`config.mk`:
```
export PLATFORM = sky130hd
export DESIGN_NAME = ula_bus_reader
export DESIGN_NICKNAME = d
export VERILOG_FILES = /design/src/rtl/ula_pkg.sv /design/src/rtl/ula_en_decoder.sv /design/src/rtl/ula_bus_reader.sv
export SDC_FILE = /design/constraint.sdc
export NUM_CORES = 1
export LEC_CHECK = 0
export CAP_MARGIN = 5
export CORE_UTILIZATION = 45
export DETAILED_ROUTE_END_ITERATION = 10
export GPL_TIMING_DRIVEN = 0
export PLACE_DENSITY = 0.83
export SLEW_MARGIN = 20
export SYNTH_ARGS = -nofsm -noshare
export SYNTH_HDL_FRONTEND = slang
export SYNTH_SLANG_ARGS = --single-unit
```
`constraint.sdc`:
```
create_clock -name clk -period 2.3 [get_ports clk]
set_input_delay 0.23 -clock clk [delete_from_list [all_inputs] [get_ports clk]]
set_output_delay 0.23 -clock clk [all_outputs]
set_load 0.01 [all_outputs]
```
`src/rtl/ula_pkg.sv`:
```
// ula_pkg: shared constants and types for the ULA result-bus sequencer.
//   - opcode constants (unit index on the shared result bus)
//   - default datapath width and number of bus-driving units
//   - FSM state encoding used by ula_bus_reader
package ula_pkg;

    localparam int ULA_WIDTH     = 8;
    localparam int ULA_NUM_UNITS = 5;
    localparam int ULA_OP_W      = 3;
    localparam int ULA_CNT_W     = 3;

    localparam logic [ULA_OP_W-1:0] OP_AND = 3'd0;
    localparam logic [ULA_OP_W-1:0] OP_OR  = 3'd1;
    localparam logic [ULA_OP_W-1:0] OP_XOR = 3'd2;
    localparam logic [ULA_OP_W-1:0] OP_ADD = 3'd3;
    localparam logic [ULA_OP_W-1:0] OP_SUB = 3'd4;

    typedef enum logic [1:0] {
        ST_IDLE  = 2'd0,
        ST_DRIVE = 2'd1,
        ST_DONE  = 2'd2
    } state_e;

endpackage : ula_pkg

```
`src/rtl/ula_en_decoder.sv`:
```
// ula_en_decoder: combinational opcode to one-hot bus-enable decoder.
// Ports:
//   op      - unit select
//   enable  - gate; en is all-zero when low
//   en      - one-hot (or zero) enable for the tri-state drivers
//   invalid - op does not name an existing unit
module ula_en_decoder
    import ula_pkg::*;
#(
    parameter int NUM_UNITS = ULA_NUM_UNITS
) (
    input  logic [ULA_OP_W-1:0]  op,
    input  logic                 enable,
    output logic [NUM_UNITS-1:0] en,
    output logic                 invalid
);

    // Range check and one-hot decode; an out-of-range op never enables a unit.
    always_comb begin
        en      = {NUM_UNITS{1'b0}};
        invalid = ({1'b0, op} >= 4'(NUM_UNITS));
        for (int i = 0; i < NUM_UNITS; i++) begin
            en[i] = enable & ~invalid & (op == 3'(i));
        end
    end

endmodule : ula_en_decoder

```
`src/rtl/ula_bus_reader.sv`:
```
// ula_bus_reader: accepts one operation request, enables exactly one unit
// onto the shared WIDTH+1 bit result bus for SETTLE cycles, samples the bus
// and holds the result until the consumer takes it.
// Ports:
//   clk, rst                     - clock, synchronous active-high reset
//   req_valid/req_ready          - request handshake
//   req_op, req_a, req_b         - unit select and operands
//   opnd_a, opnd_b               - latched operands fanned out to the units
//   en                           - one-hot unit bus enables (sole driver)
//   bus_in                       - shared result bus, MSB is carry
//   res_valid/res_ready          - result handshake
//   res_data, res_carry,
//   res_zero, res_err            - captured result and flags
module ula_bus_reader
    import ula_pkg::*;
#(
    parameter int WIDTH     = ULA_WIDTH,
    parameter int NUM_UNITS = ULA_NUM_UNITS,
    parameter int SETTLE    = 1
) (
    input  logic                 clk,
    input  logic                 rst,
    input  logic                 req_valid,
    output logic                 req_ready,
    input  logic [ULA_OP_W-1:0]  req_op,
    input  logic [WIDTH-1:0]     req_a,
    input  logic [WIDTH-1:0]     req_b,
    output logic [WIDTH-1:0]     opnd_a,
    output logic [WIDTH-1:0]     opnd_b,
    output logic [NUM_UNITS-1:0] en,
    input  logic [WIDTH:0]       bus_in,
    output logic                 res_valid,
    input  logic                 res_ready,
    output logic [WIDTH-1:0]     res_data,
    output logic                 res_carry,
    output logic                 res_zero,
    output logic                 res_err
);

    state_e                 state_r;
    state_e                 state_next_s;
    logic [ULA_CNT_W-1:0]   cnt_r;
    logic [ULA_OP_W-1:0]    op_r;
    logic [ULA_OP_W-1:0]    op_next_s;
    logic                   accept_s;
    logic                   capture_s;
    logic                   drive_next_s;
    logic [NUM_UNITS-1:0]   en_next_s;
    logic                   invalid_s;

    // Next-state logic: accept in IDLE, sample when the settle count expires,
    // release on res_ready. No DONE->IDLE->DRIVE bypass in one cycle.
    always_comb begin
        state_next_s = state_r;
        accept_s     = 1'b0;
        capture_s    = 1'b0;
        case (state_r)
            ST_IDLE: begin
                if (req_valid) begin
                    accept_s     = 1'b1;
                    state_next_s = ST_DRIVE;
                end else begin
                    state_next_s = ST_IDLE;
                end
            end
            ST_DRIVE: begin
                if (cnt_r == {ULA_CNT_W{1'b0}}) begin
                    capture_s    = 1'b1;
                    state_next_s = ST_DONE;
                end else begin
                    state_next_s = ST_DRIVE;
                end
            end
            ST_DONE: begin
                if (res_ready) begin
                    state_next_s = ST_IDLE;
                end else begin
                    state_next_s = ST_DONE;
                end
            end
            default: begin
                state_next_s = ST_IDLE;
            end
        endcase
    end

    // The op seen by the decoder is the one that will be latched, so the
    // registered en lines up with the first DRIVE cycle.
    always_comb begin
        if (accept_s) begin
            op_next_s = req_op;
        end else begin
            op_next_s = op_r;
        end
        drive_next_s = (state_next_s == ST_DRIVE);
    end

    ula_en_decoder #(
        .NUM_UNITS (NUM_UNITS)
    ) u_en_decoder (
        .op      (op_next_s),
        .enable  (drive_next_s),
        .en      (en_next_s),
        .invalid (invalid_s)
    );

    // State, counter, operand latch, registered handshake/enable outputs and
    // result capture.
    always_ff @(posedge clk) begin
        if (rst) begin
            state_r   <= ST_IDLE;
            cnt_r     <= {ULA_CNT_W{1'b0}};
            op_r      <= {ULA_OP_W{1'b0}};
            opnd_a    <= {WIDTH{1'b0}};
            opnd_b    <= {WIDTH{1'b0}};
            en        <= {NUM_UNITS{1'b0}};
            req_ready <= 1'b1;
            res_valid <= 1'b0;
            res_data  <= {WIDTH{1'b0}};
            res_carry <= 1'b0;
            res_zero  <= 1'b0;
            res_err   <= 1'b0;
        end else begin
            state_r   <= state_next_s;
            en        <= en_next_s;
            req_ready <= (state_next_s == ST_IDLE);
            res_valid <= (state_next_s == ST_DONE);
            if (accept_s) begin
                op_r   <= req_op;
                opnd_a <= req_a;
                opnd_b <= req_b;
                cnt_r  <= 3'(SETTLE - 1);
            end else if (state_r == ST_DRIVE && cnt_r != {ULA_CNT_W{1'b0}}) begin
                cnt_r <= cnt_r - 3'd1;
            end
            if (capture_s) begin
                res_err <= invalid_s;
                // No unit was enabled for an invalid op, so the bus is
                // floating and must not be sampled.
                if (invalid_s) begin
                    res_data  <= {WIDTH{1'b0}};
                    res_carry <= 1'b0;
                    res_zero  <= 1'b1;
                end else begin
                    res_data  <= bus_in[WIDTH-1:0];
                    res_carry <= bus_in[WIDTH];
                    res_zero  <= (bus_in[WIDTH-1:0] == {WIDTH{1'b0}});
                end
            end
        end
    end

endmodule : ula_bus_reader

```
# Yosys cells after proc, flatten, opt, wreduce, memory -nomap -nowiden
# Cells that the tools add are included.
# Widths: inputs -> output; s select.
op_classes:
  add_sub_neg: 1
  order_cmp: 1
  n_eq_ne: 8
  muxes: 12
  bitwise: 7
  n_reduce_logical: 8
op_table:
  columns: ["cell", "count"]
  rows:
  - ["$logic_not 8->1", 1]
  - ["$mux 8", 1]
  - ["$mux 1", 7]
  - ["$and 1x1->1", 6]
  - ["$eq 3x2->1 const B", 2]
  - ["$logic_not 3->1", 2]
  - ["$pmux 2 s3", 1]
  - ["$eq 2x1->1 const B", 2]
  - ["$eq 2x2->1 const B", 2]
  - ["$logic_not 2->1", 2]
  - ["$mux 2", 2]
  - ["$eq 3x1->1 const B", 1]
  - ["$eq 3x3->1 const B", 1]
  - ["$ge 3x3->1 const B", 1]
  - ["$mux 3", 1]
  - ["$reduce_bool 3->1", 1]
  - ["$sub 3x1->3 const B", 1]
  - ["$reduce_or 2->1", 1]
  - ["$logic_and 1x1->1", 1]
  - ["$not 1->1", 1]
totals:
  reg_bits: 42
  inputBits: 32
  output_inout_bits: 34
  elab_cells: 49

# Logic depth before layout (Yosys ltp)
# Gate-level depths: netlist of run 1.
depth:
  ltp_word: 7
  depth_mapped: 6
  mapped_depth_nobuf: 5

# Modules after synthesis
# Synthesis of run 1 repeated with hierarchy kept, for this count alone.
hier_totals:
  cells_unflattened: 163
  hier_area_um2: 1692.9
by_module_without_submodules:
  columns: ["mod", "n_inst", "cells_each", "area_per_inst_um2"]
  rows:
  - ["ula_bus_reader", 1, 157, 1621.6]
  - ["ula_en_decoder", 1, 6, 71.3]

# Worst setup path before layout of run 1
# No wires, ideal clock.
synth_path:
  path_type: "register -> register"
  startpoint: "reg state_r[0]"
  endpoint: "reg en[2]"
  t_arrival_ns: 1.434
  required_time_ns: 2.230
  slack_ns: 0.796
  path_stages_with_launch: 6
  n_path_buf: 2
  cell_sequence: "dfxtp_1 buf_6 or3b_1 clkbuf_1 or4b_1 a21oi_1"
synth_via:
  elab_chain_cells: 7
  elab_cells_between_ends: 12
synth_rtl:
  columns: ["item", "line_no", "rtl"]
  rows:
  - ["from (decl)", "ula_bus_reader.sv:40", "state_e state_r;"]
  - ["from (signal assigned)", "ula_bus_reader.sv:124", "state_r <= state_next_s;"]
  - ["$logic_not 2->1", "ula_bus_reader.sv:57", "case (state_r)"]
  - ["$mux 1", "ula_bus_reader.sv:57", null]
  - ["$mux 3", "ula_bus_reader.sv:90", "if (accept_s) begin"]
  - ["$ge 3x3->1", "ula_en_decoder.sv:21", "invalid = ({1'b0, op} >= 4'(NUM_UNITS));"]
  - ["$not 1->1", "ula_en_decoder.sv:23", "en[i] = enable & ~invalid & (op == 3'(i));"]
  - ["$and 1x1->1", "ula_en_decoder.sv:23", null]
  - ["$and 1x1->1 (*)", "ula_en_decoder.sv:23", null]
  - ["to (signal assigned)", "ula_bus_reader.sv:116", "en <= {NUM_UNITS{1'b0}};"]
  - ["to (signal assigned)", "ula_bus_reader.sv:125", "en <= en_next_s;"]
  - ["to (decl)", "ula_bus_reader.sv:30", "output logic [NUM_UNITS-1:0] en,"]
# Every way passes the cells marked *; elsewhere a longest branch is shown, timed or not.
# A chain may end at the register's enable or synchronous reset.

# Worst setup path in the final report of run 1
layout_path:
  startpoint: "reg state_r[0]"
  endpoint: "reg opnd_a[4]"
layout_via:
  elab_chain_cells: 2
layout_rtl:
  columns: ["item", "line_no", "rtl"]
  rows:
  - ["$logic_not 2->1", "ula_bus_reader.sv:57", null]
  - ["$mux 1", "ula_bus_reader.sv:57", null]
  - ["to (signal assigned)", "ula_bus_reader.sv:114", "opnd_a <= {WIDTH{1'b0}};"]
  - ["to (signal assigned)", "ula_bus_reader.sv:130", "opnd_a <= req_a;"]
  - ["to (decl)", "ula_bus_reader.sv:28", "output logic [WIDTH-1:0] opnd_a,"]
# Every way passes these cells.

==> impl_metrics.ini, run 1 <==
[status]
status = finished, final reports clean

[power_and_ir_drop]
p_per_area_nw_per_um2 = 653.4
p_leak_nw = 0.8443
peakVddDrop_mv = 0.4972

[setup_path]
end_kind = flop
arrival_ns = 2.02
critical_path_class = flop to flop
path_max_fanout = 10
start_kind = flop
required_ns = 2.58

[placed_design]
gp_congestion = 0.7530
placed_cells = 304
dp_hpwl_um = 2750
port_buffers = 64
place_area_um2 = 2316

[clocking]
cts_sinks = 42
cts_buffer_depth = 2
ctsResizeCount = 0
cts_root_buf = clkbuf_4
htree_num_levels = 2
clkTransAtPathRegs_ns = 0.12
post_cts.repair.setup_buffers = 0
ctsHoldBuffers = 0
cts_buffers = 5
insertion_delay_ns = 0.35
tritoncts = yes

[timing]
fin_crit_ns = 1.745
rsz0062_at_grt = no
skew_ns = 0.01501
setup_viol = 0
slew_headroom_pct = 57.85
tightest_slew_ns = 0.6295
fin_tns_setup_ns = 0
post-route-period-util_pct = 75.87
hold_violations = 0
drv_slew = 0
fmax_ghz = 0.5731

[drt]
remaining_drc_errors = 0
dr.first_iter.drc_count = 84
drt-wirelength-per-cell_um = 12.09
drt_first_pass_iters = 4
dr_total_vias = 1549
ant_nets = 0
finalWirelength_um = 3773
viasPerCell = 4.965

[die]
die_x_um = 61.96
ioPinCount = 66
core_area_um2 = 3390
fp-row-count = 21
dieArea_um2 = 3839
initial_core_util_pct = 47.73
die_y_um = 61.96

[grt]
grt_usage_pct = 21.79
grt-ovfl-total = 0
grt_max_degree = 13
grt_pass1_wl_um = 6016
antenna_found_initial = 0
grt_pass1_vias = 1380

[synth]
synth_cells = 194
yosys_warnings = 0
async_flop_share_pct = 0
syn_nets = 228
ys_seq_area_share_pct = 51.97
synth_edf_count = 0
ys_ff_latch = 42
synth.avg_cell_area_um2 = 8.339
syn-cell-area_um2 = 1618
synth_ff_type = dfxtp_1
synthDistinctLibCells = 30

[worst_hold_path]
hp-class = input port to flop

[final_layout]
area_growth_pct = 47.80
fin_nets = 299
finalNonFillerCells = 312
layout-drive-gt1-share_pct = 4.135
final_area_um2 = 2391
diodes = 0

[run]
cap_violations = 0
==> critical path, cell delays in order, from the launching register on <==
cell      delay (ns)
dfxtp_1         0.33
buf_6           0.13
nor3b_2         0.53
clkbuf_1        0.41
nand2_1         0.12
a21oi_1         0.15
==> cell usage after synthesis (2+ instances only) <==
cell type  number  area [um2]
o21ai_0         3       15.01
ha_1            2       25.02
inv_1           3       11.26
a211oi_1        2       15.01
nand2_1        50       187.7
dfxtp_1        42       840.8
nand3b_1        3       22.52
nand3_1        12       60.06
a21oi_1        36       180.2
nor2_1          6       22.52
nand4b_1        2       17.52
or4b_2          2       20.02
clkbuf_1       12       45.04
or3_1           2       12.51
nor4_1          2       12.51
==> metal layers <==
| layer | vias up | wire length, um | global-route usage (%) |
|---|---|---|---|
| met4 | 0 | 70 | 10.48 |
| met3 | 8 | 275 | 8.282 |
| met1 | 692 | 1641 | 26.21 |
| met2 | 41 | 1785 | 34.19 |
| li1 | 808 | - | - |
| met5 | - | 0 | 0 |
==> stage by stage <==
stage | power, mW | hold WS, ns | setup slack [ns] | util (%)
2_1_floorplan | 0.9557 | 0.3660 | 0.7957 | -
3_3_place_gp | 1.119 | 0.4382 | 0.3187 | 68.33
3_5_place_dp | 1.123 | 0.4466 | 0.2451 | 68.33
4_1_cts | 1.577 | 0.2867 | 0.5315 | 70.54
5_1_grt | 1.652 | 0.3109 | 0.3670 | 70.54
6_report | 1.562 | 0.2868 | 0.5551 | 70.54
==> flip-flops by register name, indices dropped and copies added (netlist names), 2 cells and up <==
signal and flops:
cnt_r 3, op_r 3, state_r 2, opnd_a 8, res_data 8, opnd_b 8
en 5
==> cell type report <==
cell class                 instances  area, um2
timing repair buffer              64      640.6
buffer                            13      56.30
sequential                        42      840.8
multi-input combinational        136      709.4
clock inverter                     1      30.03
tap                               46      57.56
clock buffer                       7      45.04
inverter                           3      11.26
fill                             278      998.5
==> layout by cell type, fill, tap and decap left out, types with 5 or more instances in the layout <==
cell type and count:
a21oi_1 36, clkbuf_1 14, clkbuf_4 5, clkdlybuf4s50_1 64, dfxtp_1 42, nand2_1 50
nand3_1 12, nor2_1 6
==> report_power, final <==
group          internal [mW]  switching (mW)  total [mW]
clock                  0.231           0.225       0.456
combinational          0.162           0.145       0.307
sequential             0.774          0.0253       0.799
==> path summary, 6_finish.rpt <==
path	from	to	slack [ns]	cells past startpoint
worst min-delay path	rst	state_r[1]$_SDFF_PP0_	0.29	2
worst min register to register	res_data[3]$_SDFFE_PP0P_	res_data[3]$_SDFFE_PP0P_	0.46	2
worst max register to register	state_r[0]$_SDFF_PP0_	opnd_a[4]$_SDFFE_PP0N_	0.56	5
worst max-delay path	state_r[0]$_SDFF_PP0_	opnd_a[4]$_SDFFE_PP0N_	0.56	5
==> cells by family after synthesis <==
group	count (synthesis)	synth area share [%]
flops	42	51.97
compound gates	45	15.00
fa+ha+maj	2	1.547
mux	1	0.6187
simple gates	88	26.68
buf+inv	16	4.176
Power figures use the tool's default switching activity.
==> run 2, diff against run 1 <==
CORE_UTILIZATION = 38   (was 45)
PLACE_DENSITY = 0.75   (was 0.83)
clock period = 1.5 ns   (was 2.3 ns; I/O delays follow)
==> impl_metrics.ini, run 2 (synthesis results as in run 1) <==
[die]
fp-row-count = 23
initial_core_util_pct = 39.87
die_y_um = 67.25
dieArea_um2 = 4523
die_x_um = 67.25
core_area_um2 = 4058
ioPinCount = 66

[setup_path]
arrival_ns = 1.70
timing.rr.start = state_r[1]$_SDFF_PP0_
required_ns = 1.73
cp_top_family = simple AND/OR/NAND/NOR gates
start_kind = flop
cp_slowest_cell = or4b_4
r2r-end = en[2]$_SDFF_PP0_
path_buf_inv = 0
slowest_delay_ns = 0.49
cp-startpoint = state_r[1]$_SDFF_PP0_
critical_path_depth = 3
path_max_fanout = 7
r2r_cells = 3
setup.worst_path.end = en[2]$_SDFF_PP0_
rrSetupSlack_ns = 0.03
critical_path_class = flop to flop
cp_cell_sequence = or3b_4, or4b_4, a21oi_2
end_kind = flop

[placed_design]
gp_congestion = 0.8121
port_buffers = 64
dp_hpwl_um = 2751
post-place-ws_ns = -0.4391

[drt]
drt-wirelength-per-cell_um = 12.53
finalWirelength_um = 4008
remaining_drc_errors = 0
ant_nets = 0
dr.first_iter.drc_count = 120
dr_total_vias = 1579
viasPerCell = 4.934
drt_first_pass_iters = 4

[clocking]
tritoncts = yes
clkTransAtPathRegs_ns = 0.08
htree_num_levels = 2
cts_buffer_depth = 2
cts_buffers = 5
cts_sinks = 42
cts_root_buf = clkbuf_8
insertion_delay_ns = 0.30

[timing]
fmax_ghz = 0.6818
slew_headroom_pct = 62.08
tightest_slew_ns = 0.5688
skew_ns = 0.007776
fin_ws_ns = 0.03326
holdWs_ns = 0.2752
fin_crit_ns = 1.467
setup_viol = 0
rsz0062_at_grt = yes
post-route-period-util_pct = 97.78
hold_violations = 0
drv_slew = 0

[grt]
grt_usage_pct = 19.03
grt_pass1_vias = 1391
grt_max_degree = 14
grt_pass1_wl_um = 6423
antenna_found_initial = 0
grt-ovfl-total = 0

[final_layout]
area_growth_pct = 54.37
mostFrequentLayoutCells = clkdlybuf4s50_1 (63), nand2_1 (50), dfxtp_1 (39), a21oi_1 (35), nand3_1 (12)
diodes = 0
top_regs = opnd_a (8), opnd_b (8), res_data (8)
layout-drive-gt1-share_pct = 11.85
fin_nets = 303
final_util_pct = 61.55
final_common_cell = clkdlybuf4s50_1
fillers = 365

[power_and_ir_drop]
finalPower_mw = 2.490
peakVddDrop_mv = 0.6456
p_leak_nw = 0.9053
p_per_area_nw_per_um2 = 996.9

[status]
status = finished, final reports clean

[worst_hold_path]
hp-class = input port to flop

[run]
cap_violations = 0
run 2: changes by cell type in the layout (fill, tap and decap cells not counted), sizes merged:
| cell | previous run | this run |
|---|---|---|
| buf | 1 | 7 |
| clkbuf | 19 | 16 |
| bufinv | 1 | 0 |
| clkdlybuf4s50 | 64 | 63 |
| clkinv | 0 | 1 |
| clkinvlp | 0 | 1 |
| dlymetal6s2s | 0 | 1 |
run 2: routing by layer:
layer / up-vias / routed length, um / global-route usage [%]
met4: 0 / 84 / 8.245
met3: 9 / 254 / 5.912
met2: 42 / 1833 / 29.25
met5: - / 0 / 0
li1: 811 / - / -
met1: 717 / 1836 / 24.38
run 2: area by class of cell:
type	count	area [um2]	share of cell area, %
buffer	11	48.80	1.954
clock buffer	6	82.58	3.307
multi-input combinational	136	742.0	29.71
clock inverter	2	12.51	0.5010
sequential	42	849.6	34.02
timing repair buffer	70	688.2	27.56
tap	50	62.56	2.505
inverter	3	11.26	0.4509
run 2: worst min-delay path by stage:
stage	start	end	slack [ns]	cells past startpoint
2_1_floorplan	req_op[1]	op_r[1]$_SDFF_PP0_	0.29	2
3_3_place_gp	res_data[5]$_SDFFE_PP0P_	res_data[5]$_SDFFE_PP0P_	0.44	2
3_5_place_dp	res_data[5]$_SDFFE_PP0P_	res_data[5]$_SDFFE_PP0P_	0.44	2
4_1_cts	rst	state_r[1]$_SDFF_PP0_	0.26	2
5_1_grt	rst	state_r[1]$_SDFF_PP0_	0.31	2
6_report	rst	state_r[1]$_SDFF_PP0_	0.28	2
run 2: report_power, final:
group          internal (mW)  switching [mW]  leakage (nW)
logic                  0.274           0.230         0.513
clock network          0.370           0.387        0.0472
registers               1.19          0.0429         0.345
run 2: metrics by stage:
stage,cells,cell area [um2],TNS [ns]
2_1_floorplan,194,1619,-0.001343
3_3_place_gp,308,2322,-9.634
3_5_place_dp,308,2322,-9.803
4_1_cts,317,2456,-0.003860
5_1_grt,320,2497,-0.01931
6_report,320,2497,0
run 2: worst register-to-register path, stage by stage (launching register included):
cell and delay (ns):
dfxtp_4 0.37, or3b_4 0.41, or4b_4 0.49, a21oi_2 0.13
run 2: repair_timing:
action                                  4_1_cts  5_1_grt
hold buffers                                  0        0
pin swaps                                     3        5
endpoints found under the setup margin       33       22
setup buffers                                 3        3
gates resized for setup                      12        9
==> run 3, diff against run 2 <==
CORE_ASPECT_RATIO = 1.75   (was unset)
PLACE_DENSITY = unset   (was 0.75)
PLACE_DENSITY_LB_ADDON = 0.08   (was unset)
REMOVE_ABC_BUFFERS = 1   (was unset)
==> impl_metrics.ini, run 3 (synthesis results as in run 1) <==
[final_layout]
layout-drive-gt1-share_pct = 13.16
diodes = 0
finalNonFillerCells = 315
final_common_cell = clkdlybuf4s50_1
fin_nets = 300
area_growth_pct = 56.30
mostFrequentLayoutCells = clkdlybuf4s50_1 (63), nand2_1 (50), dfxtp_1 (39), a21oi_1 (35), nand3_1 (12)
top_regs = opnd_a (8), opnd_b (8), res_data (8)

[grt]
grt_max_degree = 38
grt_pass1_vias = 1506
grt_pass1_wl_um = 6410
grt_usage_pct = 18.97
grt-ovfl-total = 0
antenna_found_initial = 0

[drt]
drt_first_pass_iters = 4
viasPerCell = 4.965
dr_total_vias = 1564
dr.first_iter.drc_count = 31
ant_nets = 0
remaining_drc_errors = 0
drt-wirelength-per-cell_um = 12.48
finalWirelength_um = 3931

[die]
die_y_um = 88.32
core_area_um2 = 4111
dieArea_um2 = 4533
ioPinCount = 66
die_x_um = 51.33
fp-row-count = 31
initial_core_util_pct = 39.35

[power_and_ir_drop]
p_per_area_nw_per_um2 = 955.1
p_leak_nw = 0.9095
peakVddDrop_mv = 0.5766
finalPower_mw = 2.415

[timing]
skew_ns = 0.005320
hold_violations = 0
tightest_slew_ns = 0.7073
drv_slew = 0
setup_viol = 0
fin_ws_ns = 0.03649
fin_crit_ns = 1.464
slew_headroom_pct = 52.85
post-route-period-util_pct = 97.57
fmax_ghz = 0.6833

[setup_path]
end_kind = flop
arrival_ns = 1.68
required_ns = 1.72
path_max_fanout = 7
critical_path_class = flop to flop
start_kind = flop
r2r_cells = 3

[run]
cap_violations = 0

[placed_design]
post-place-ws_ns = -0.6342
placed_cells = 297
port_buffers = 65
dp_hpwl_um = 2581
gp_congestion = 0.6876

[clocking]
htree_num_levels = 2
insertion_delay_ns = 0.28
cts_root_buf = clkbuf_8
cts_buffer_depth = 2
cts_buffers = 5
tritoncts = yes
clkTransAtPathRegs_ns = 0.07
cts_sinks = 42
ctsHoldBuffers = 0

[worst_hold_path]
hp-class = input port to flop
hold_depth = 3

[status]
status = finished, final reports clean
run 3: cell types whose count changed in the layout (fill, tap and decap cells not counted), moves of 2 or more:
cell / change
clkbuf_1: -5
buf_4: +3
clkbuf_2: -3
buf_6: +2
run 3: worst paths after layout:
| kind | startpoint | endpoint | slack [ns] |
|---|---|---|---|
| min | req_b[1] | opnd_b[1]$_SDFFE_PP0N_ | 0.41 |
| max | state_r[1]$_SDFF_PP0_ | en[2]$_SDFF_PP0_ | 0.04 |
| max reg2reg | state_r[1]$_SDFF_PP0_ | en[2]$_SDFF_PP0_ | 0.04 |
| min reg2reg | res_data[1]$_SDFFE_PP0P_ | res_data[1]$_SDFFE_PP0P_ | 0.45 |
run 3: cell type report:
type | instances | area, um2
inverter | 3 | 11.26
fill | 377 | 1583
tap | 49 | 61.31
sequential | 42 | 849.6
timing repair buffer | 77 | 742.0
multi-input combinational | 137 | 788.3
clock buffer | 7 | 76.32
run 3: where the power goes:
group	switching (mW)	internal, mW	leakage, nW
clock network	0.341	0.320	0.0383
registers	0.0466	1.19	0.345
logic	0.224	0.296	0.526
run 3: metrics by stage:
step	area [um2]	setup TNS, ns	util (%)	hold slack, ns
finish	2529	0	61.50	0.4069
global route	2529	-0.02072	61.50	0.4073
CTS	2444	-0.08616	59.43	0.3955
detailed placement	2300	-9.397	55.93	0.4437
global placement	2273	-31.11	55.30	0.4388
floorplan	1562	-3.805	-	0.2191
run 3: what timing repair did:
item / CTS / global route
resized for setup: 12 / 9
setup endpoints to repair: 35 / 16
pin swaps: 1 / 1
buffers inserted: 3 / 7
cloned: 1 / 0
run 3: worst max-delay path: stages, from the launching register on:
cell and delay (ns):
dfxtp_4 0.37, or3b_4 0.41, or4b_1 0.49, a21oi_2 0.12
run 3: metal layers:
metal  track usage, %  routed length [um]  vias up
li1                 -                   -      804
met1            19.30                1595      697
met2            35.29                2023       58
met3            5.326                 249        5
met4            8.108                  63        0
met5                0                   0        -
